**src/rtl/mem_arbiter_if.sv**
```systemverilog
//----------------------------------------------------------------------
// mem_arbiter_if : two requester ports plus the shared memory bus.
// Rev 1.0
//----------------------------------------------------------------------
`default_nettype none

interface mem_arbiter_if #(
    parameter int WIDTH = 32
);
    logic             req0;
    logic             we0;
    logic [31:0]      addr0;
    logic [WIDTH-1:0] wdata0;
    logic             gnt0;
    logic             rvalid0;
    logic [WIDTH-1:0] rdata0;

    logic             req1;
    logic             we1;
    logic [31:0]      addr1;
    logic [WIDTH-1:0] wdata1;
    logic             gnt1;
    logic             rvalid1;
    logic [WIDTH-1:0] rdata1;

    logic [31:0]      mem_addr;
    logic [WIDTH-1:0] mem_in;
    logic             mem_we;
    logic [WIDTH-1:0] mem_out;

    // Requesters and the memory model together.
    modport master (
        output req0, we0, addr0, wdata0, req1, we1, addr1, wdata1, mem_out,
        input  gnt0, rvalid0, rdata0, gnt1, rvalid1, rdata1,
        input  mem_addr, mem_in, mem_we
    );

    // The arbiter.
    modport slave (
        input  req0, we0, addr0, wdata0, req1, we1, addr1, wdata1, mem_out,
        output gnt0, rvalid0, rdata0, gnt1, rvalid1, rdata1,
        output mem_addr, mem_in, mem_we
    );
endinterface

`default_nettype wire

```
**src/rtl/mem_arbiter.sv**
```systemverilog
//----------------------------------------------------------------------
// mem_arbiter : shares one single-port sync memory between two ports.
// Optional: MEM_ARBITER_RR_EN selects round-robin instead of fixed
// priority with starvation override.
// Rev 1.0
//----------------------------------------------------------------------
`default_nettype none

module mem_arbiter #(
    parameter int WIDTH        = 32,
    parameter int STARVE_LIMIT = 4
) (
    input  wire logic       clk,
    input  wire logic       rst,
    mem_arbiter_if.slave    bus
);
    localparam logic [WIDTH-1:0] c_zero = '0;

    logic w_gnt0;
    logic w_gnt1;
    logic r_pending;
    logic r_owner;
    logic w_rvalid0;
    logic w_rvalid1;

`ifdef MEM_ARBITER_RR_EN
    logic r_last;

    always_comb begin
        w_gnt0 = 1'b0;
        w_gnt1 = 1'b0;
        if (rst) begin
            if (bus.req0 && bus.req1) begin
                w_gnt0 = r_last;
                w_gnt1 = !r_last;
            end else begin
                w_gnt0 = bus.req0;
                w_gnt1 = bus.req1;
            end
        end
    end

    always_ff @(posedge clk) begin
        if (!rst) begin
            r_last <= 1'b1;
        end else if (w_gnt0) begin
            r_last <= 1'b0;
        end else if (w_gnt1) begin
            r_last <= 1'b1;
        end
    end
`else
    localparam logic [7:0] c_starve_limit = 8'(STARVE_LIMIT);

    logic [7:0] r_starve_cnt;
    logic       w_starved;

    assign w_starved = (r_starve_cnt >= c_starve_limit);

    always_comb begin
        w_gnt0 = 1'b0;
        w_gnt1 = 1'b0;
        if (rst) begin
            if (bus.req1 && (w_starved || !bus.req0)) begin
                w_gnt1 = 1'b1;
            end else if (bus.req0) begin
                w_gnt0 = 1'b1;
            end
        end
    end

    // Saturating count of consecutive denied port-1 cycles.
    always_ff @(posedge clk) begin
        if (!rst) begin
            r_starve_cnt <= 8'd0;
        end else if (bus.req1 && !w_gnt1) begin
            if (r_starve_cnt != 8'hFF) begin
                r_starve_cnt <= r_starve_cnt + 8'd1;
            end
        end else begin
            r_starve_cnt <= 8'd0;
        end
    end
`endif

    always_comb begin
        bus.mem_addr = bus.addr0;
        bus.mem_in   = c_zero;
        bus.mem_we   = 1'b0;
        if (w_gnt0) begin
            bus.mem_in = bus.wdata0;
            bus.mem_we = bus.we0;
        end else if (w_gnt1) begin
            bus.mem_addr = bus.addr1;
            bus.mem_in   = bus.wdata1;
            bus.mem_we   = bus.we1;
        end
    end

    always_ff @(posedge clk) begin
        if (!rst) begin
            r_pending <= 1'b0;
            r_owner   <= 1'b0;
        end else begin
            r_pending <= w_gnt0 || w_gnt1;
            r_owner   <= w_gnt1;
        end
    end

    // Gating with rst drops a response whose grant preceded a reset edge.
    assign w_rvalid0 = rst && r_pending && !r_owner;
    assign w_rvalid1 = rst && r_pending && r_owner;

    assign bus.gnt0    = w_gnt0;
    assign bus.gnt1    = w_gnt1;
    assign bus.rvalid0 = w_rvalid0;
    assign bus.rvalid1 = w_rvalid1;
    assign bus.rdata0  = w_rvalid0 ? bus.mem_out : c_zero;
    assign bus.rdata1  = w_rvalid1 ? bus.mem_out : c_zero;

endmodule

`default_nettype wire

```
**src/flat_wrapper.sv**
```systemverilog
// flat-port wrapper written by rule: the top's interface ports become plain ports
module mem_arbiter_flat 
#(
    parameter int WIDTH        = 32,
    parameter int STARVE_LIMIT = 4
)
  (clk, rst, bus_req0, bus_we0, bus_addr0, bus_wdata0, bus_req1, bus_we1, bus_addr1, bus_wdata1, bus_mem_out, bus_gnt0, bus_rvalid0, bus_rdata0, bus_gnt1, bus_rvalid1, bus_rdata1, bus_mem_addr, bus_mem_in, bus_mem_we);
  mem_arbiter_if #(.WIDTH(WIDTH)) bus_i ();
  input  wire logic clk;
  input  wire logic rst;
  input wire logic [$bits(bus_i.req0)-1:0] bus_req0;
  input wire logic [$bits(bus_i.we0)-1:0] bus_we0;
  input wire logic [$bits(bus_i.addr0)-1:0] bus_addr0;
  input wire logic [$bits(bus_i.wdata0)-1:0] bus_wdata0;
  input wire logic [$bits(bus_i.req1)-1:0] bus_req1;
  input wire logic [$bits(bus_i.we1)-1:0] bus_we1;
  input wire logic [$bits(bus_i.addr1)-1:0] bus_addr1;
  input wire logic [$bits(bus_i.wdata1)-1:0] bus_wdata1;
  input wire logic [$bits(bus_i.mem_out)-1:0] bus_mem_out;
  output wire logic [$bits(bus_i.gnt0)-1:0] bus_gnt0;
  output wire logic [$bits(bus_i.rvalid0)-1:0] bus_rvalid0;
  output wire logic [$bits(bus_i.rdata0)-1:0] bus_rdata0;
  output wire logic [$bits(bus_i.gnt1)-1:0] bus_gnt1;
  output wire logic [$bits(bus_i.rvalid1)-1:0] bus_rvalid1;
  output wire logic [$bits(bus_i.rdata1)-1:0] bus_rdata1;
  output wire logic [$bits(bus_i.mem_addr)-1:0] bus_mem_addr;
  output wire logic [$bits(bus_i.mem_in)-1:0] bus_mem_in;
  output wire logic [$bits(bus_i.mem_we)-1:0] bus_mem_we;
  assign bus_i.req0 = bus_req0;
  assign bus_i.we0 = bus_we0;
  assign bus_i.addr0 = bus_addr0;
  assign bus_i.wdata0 = bus_wdata0;
  assign bus_i.req1 = bus_req1;
  assign bus_i.we1 = bus_we1;
  assign bus_i.addr1 = bus_addr1;
  assign bus_i.wdata1 = bus_wdata1;
  assign bus_i.mem_out = bus_mem_out;
  assign bus_gnt0 = bus_i.gnt0;
  assign bus_rvalid0 = bus_i.rvalid0;
  assign bus_rdata0 = bus_i.rdata0;
  assign bus_gnt1 = bus_i.gnt1;
  assign bus_rvalid1 = bus_i.rvalid1;
  assign bus_rdata1 = bus_i.rdata1;
  assign bus_mem_addr = bus_i.mem_addr;
  assign bus_mem_in = bus_i.mem_in;
  assign bus_mem_we = bus_i.mem_we;
  mem_arbiter #(.WIDTH(WIDTH), .STARVE_LIMIT(STARVE_LIMIT)) u_core (.clk(clk), .rst(rst), .bus(bus_i));
endmodule
```
**config.mk**
```make
export PLATFORM = sky130hd
export DESIGN_NAME = mem_arbiter_flat
export DESIGN_NICKNAME = d
export VERILOG_FILES = /design/src/rtl/mem_arbiter_if.sv /design/src/rtl/mem_arbiter.sv /design/src/flat_wrapper.sv
export SDC_FILE = /design/constraint.sdc
export NUM_CORES = 1
export LEC_CHECK = 0
export ABC_AREA = 1
export BUFFER_PORTS_ARGS = -buffer_cell sky130_fd_sc_hd__buf_2
export CAP_MARGIN = 10
export CORE_AREA = 8 8 109 111
export CTS_BUF_LIST = sky130_fd_sc_hd__clkbuf_2
export CTS_CLUSTER_SIZE = 20
export DETAILED_ROUTE_END_ITERATION = 12
export DIE_AREA = 0 0 117 119
export PLACE_DENSITY = 0.58
export SLEW_MARGIN = 30
export SYNTH_ARGS = -nofsm -noshare
export SYNTH_HDL_FRONTEND = slang
export SYNTH_SLANG_ARGS = --single-unit
export TNS_END_PERCENT = 1
```
**constraint.sdc**
```tcl
create_clock -name clk -period 1.6 [get_ports clk]
set_clock_uncertainty 0.1 [all_clocks]
set_input_delay 0.08 -clock clk [delete_from_list [all_inputs] [get_ports clk]]
set_output_delay 0.08 -clock clk [all_outputs]
set_load 0.005 [all_outputs]
```
==> results.json <==
{
  "netlist_instances": 367,
  "holdBufCountCts": 0,
  "status": "complete, but fails checks",
  "netlist_area_um2": 1742,
  "cts_made_buffers": 3,
  "die_w_um": 117,
  "worstSetupPathType": "reg2out",
  "synth_ff_type": "dfxtp_1",
  "max_freq_mhz": 614.5,
  "ys_types": 20,
  "violations": "setup timing",
  "clkTransAtPathRegs_ns": 0.09,
  "final.setup.worst_slack_ns": -0.02743,
  "worst_skew_pair.late_latency_ns": 0.24,
  "power.leakage_nw": 2.498,
  "ys_warn_count": 0,
  "row_count": 37,
  "min_from": "bus_req0",
  "cts_num_sinks": 10,
  "dieArea_um2": 13920,
  "cp-startpoint": "u_core.r_starve_cnt[2]$_SDFFE_PN0P_",
  "grt_max_degree": 35,
  "min_period_ns": 1.627,
  "fin_area_um2": 3463,
  "place_congestion": 0.7964,
  "numPortBuffers": 298,
  "hold_path.class": "in2reg",
  "vias": 3199,
  "ir_drop_mv": 0.1649,
  "viasPerCell": 4.019,
  "hpwl_mm": 9.049,
  "coreArea_um2": 10090,
  "reg2reg_from": "u_core.r_starve_cnt[2]$_SDFFE_PN0P_",
  "firstDrtPassIters": 4,
  "synth-seq-cells": 10,
  "p_per_area_nw_per_um2": 318.9,
  "synthDominantCellAreaShare_pct": 29.53,
  "synthArstFlopShare_pct": 0,
  "maxCapViolCount": 0,
  "wirelength_mm": 10.43,
  "start_kind": "flop",
  "fp.dieH_um": 119,
  "h-tree-depth": 1,
  "place_area_um2": 3346,
  "avgSynthCellArea_um2": 4.746,
  "nets": 827,
  "synth_area_leader_cell": "nand2_1",
  "layout-drive-gt1-share_pct": 49.85,
  "hold_ws_ns": 0.06730,
  "clockRootBuffer": "clkbuf_2",
  "cp_max_fo": 17,
  "clock_path_buffers": 2,
  "area_growth_pct": 98.85,
  "start_util_pct": 17.26,
  "cts_tree": "done",
  "grt_pass1_vias": 3010,
  "end_kind": "primary output",
  "critPathArrivalTime_ns": 1.45,
  "wl_per_cell_um": 13.10,
  "ant_nets": 0,
  "ios": 299,
  "synth-seq-area-share_pct": 11.49,
  "finalSetupViolCount": 12,
  "drc": 0,
  "nFillCells": 1192,
  "dp_slack_ns": 0.07803,
  "antenna_found_initial": 2,
  "post-route-period-util_pct": 101.7,
  "cp_data_required_time_ns": 1.42,
  "grt_usage_pct": 13.05,
  "drv_slew": 0,
  "rsz0062_at_grt": "yes",
  "final-hold-violation-count": 0,
  "synth_area_leaders": "nand2_1 30%, nand3_1 20%, nor2_1 14%",
  "drt_iter0_drc": 117,
  "grt_pass1_wl_mm": 14.70,
  "grt_overflow_total": 0,
  "synth-edff-count": 0
}
## final timing paths
check	end	slack, ns	depth (start not counted)
setup reg to reg	u_core.r_pending$_SDFF_PN0_	0.40	7
hold reg to reg	u_core.r_starve_cnt[0]$_SDFFE_PN0P_	0.37	1
hold / removal	u_core.r_pending$_SDFF_PN0_	0.07	3
setup / recovery	bus_mem_addr[31]	-0.03	9
## cells by family (layout without fill, tap and decap cells)
family / count (synthesis) / after routing / synth area share, %
and+or+nand+nor: 279 / 279 / 67.17
buffers and inverters: 72 / 359 / 18.82
DFF: 10 / 10 / 11.49
AOI/OAI and AO/OA: 3 / 3 / 0.8618
adders and majority gates: 2 / 2 / 1.437
other: 1 / 7 / 0.2153
## repair_timing
action,4_1_cts,5_1_grt
resized for setup,8,14
cloned,0,0
pin swaps,1,1
endpoints found under the setup margin,67,99
endpoints found under the hold margin,0,0
setup buffers,1,0
## through the flow
step | std cells | setup TNS [ns] | total power (W) | utilization (%)
6_report | 796 | -0.1388 | 0.001104 | 34.32
3_5_place_dp | 789 | 0 | 0.0009660 | 33.15
5_1_grt | 796 | -10.23 | 0.001212 | 34.32
3_3_place_gp | 789 | 0 | 0.0009664 | 33.15
4_1_cts | 794 | -2.545 | 0.001114 | 33.72
2_1_floorplan | 371 | 0 | 0.0005594 | -
## metal layers
layer  track usage (%)  part of all wire [%]  wire length [µm]
met1             12.23                    34              3580
met2             25.04                    50              5182
met3             5.457                    15              1526
met4             3.363                   1.3               138
met5                 0                     0                 0
## flip-flops by register name, summed over array words and instances, names as in the netlist
signal,cells
u_core.r_starve_cnt,8
u_core.r_owner,1
u_core.r_pending,1
## power breakdown
part           switching [W]  internal, W  total, W
sequential        0.00000516     0.000259  0.000264
combinational       0.000352     0.000354  0.000706
clock              0.0000791    0.0000543  0.000133
total               0.000436     0.000668   0.00110
## layout by cell type, fill, tap and decap left out
cell	count
buf_2	298
nand2_1	135
nor2_1	66
nand3_1	66
inv_1	43
dfxtp_1	8
buf_4	5
conb_1	5
inv_2	4
clkbuf_2	3
buf_12	3
diode_2	2
nand2_2	2
nor2_4	2
nand2_8	2
nand3_2	2
a21oi_1	2
ha_1	2
dfxtp_2	2
nor3_2	1
nand2_4	1
inv_8	1
a21oi_2	1
nor3_1	1
and3_1	1
clkinv_1	1
buf_8	1
## Yosys cell counts, types with 2 or more instances
library cell,count
nor2_1,66
nand2_1,137
nand2_4,3
a21oi_1,3
buf_4,6
clkbuf_1,6
buf_2,8
nor2_2,2
dfxtp_1,10
nand3_1,68
ha_1,2
inv_1,44
buf_6,3
inv_2,3
## critical path, stage by stage, from the launching register on
cell and delay (ns):
dfxtp_2 0.34, inv_2 0.05, nand2_2 0.06, nor2_4 0.12, nand2_4 0.12, nand2_8 0.11
buf_12 0.14, nand2_1 0.08, nand2_1 0.07, buf_2 0.11
## final cells by class
type                    instances  area, µm²  area share (%)
clock buffers                   3      15.01          0.4335
clock inverters                 1      3.754          0.1084
multi-input cells             289       1275           36.81
flip-flops and latches         10      202.7           5.853
inverters                      48      187.7           5.419
repair buffers                307       1604           46.32
diodes                          2      5.005          0.1445
well taps                     136      170.2           4.913
No activity file was read; power rests on OpenSTA's default activity.
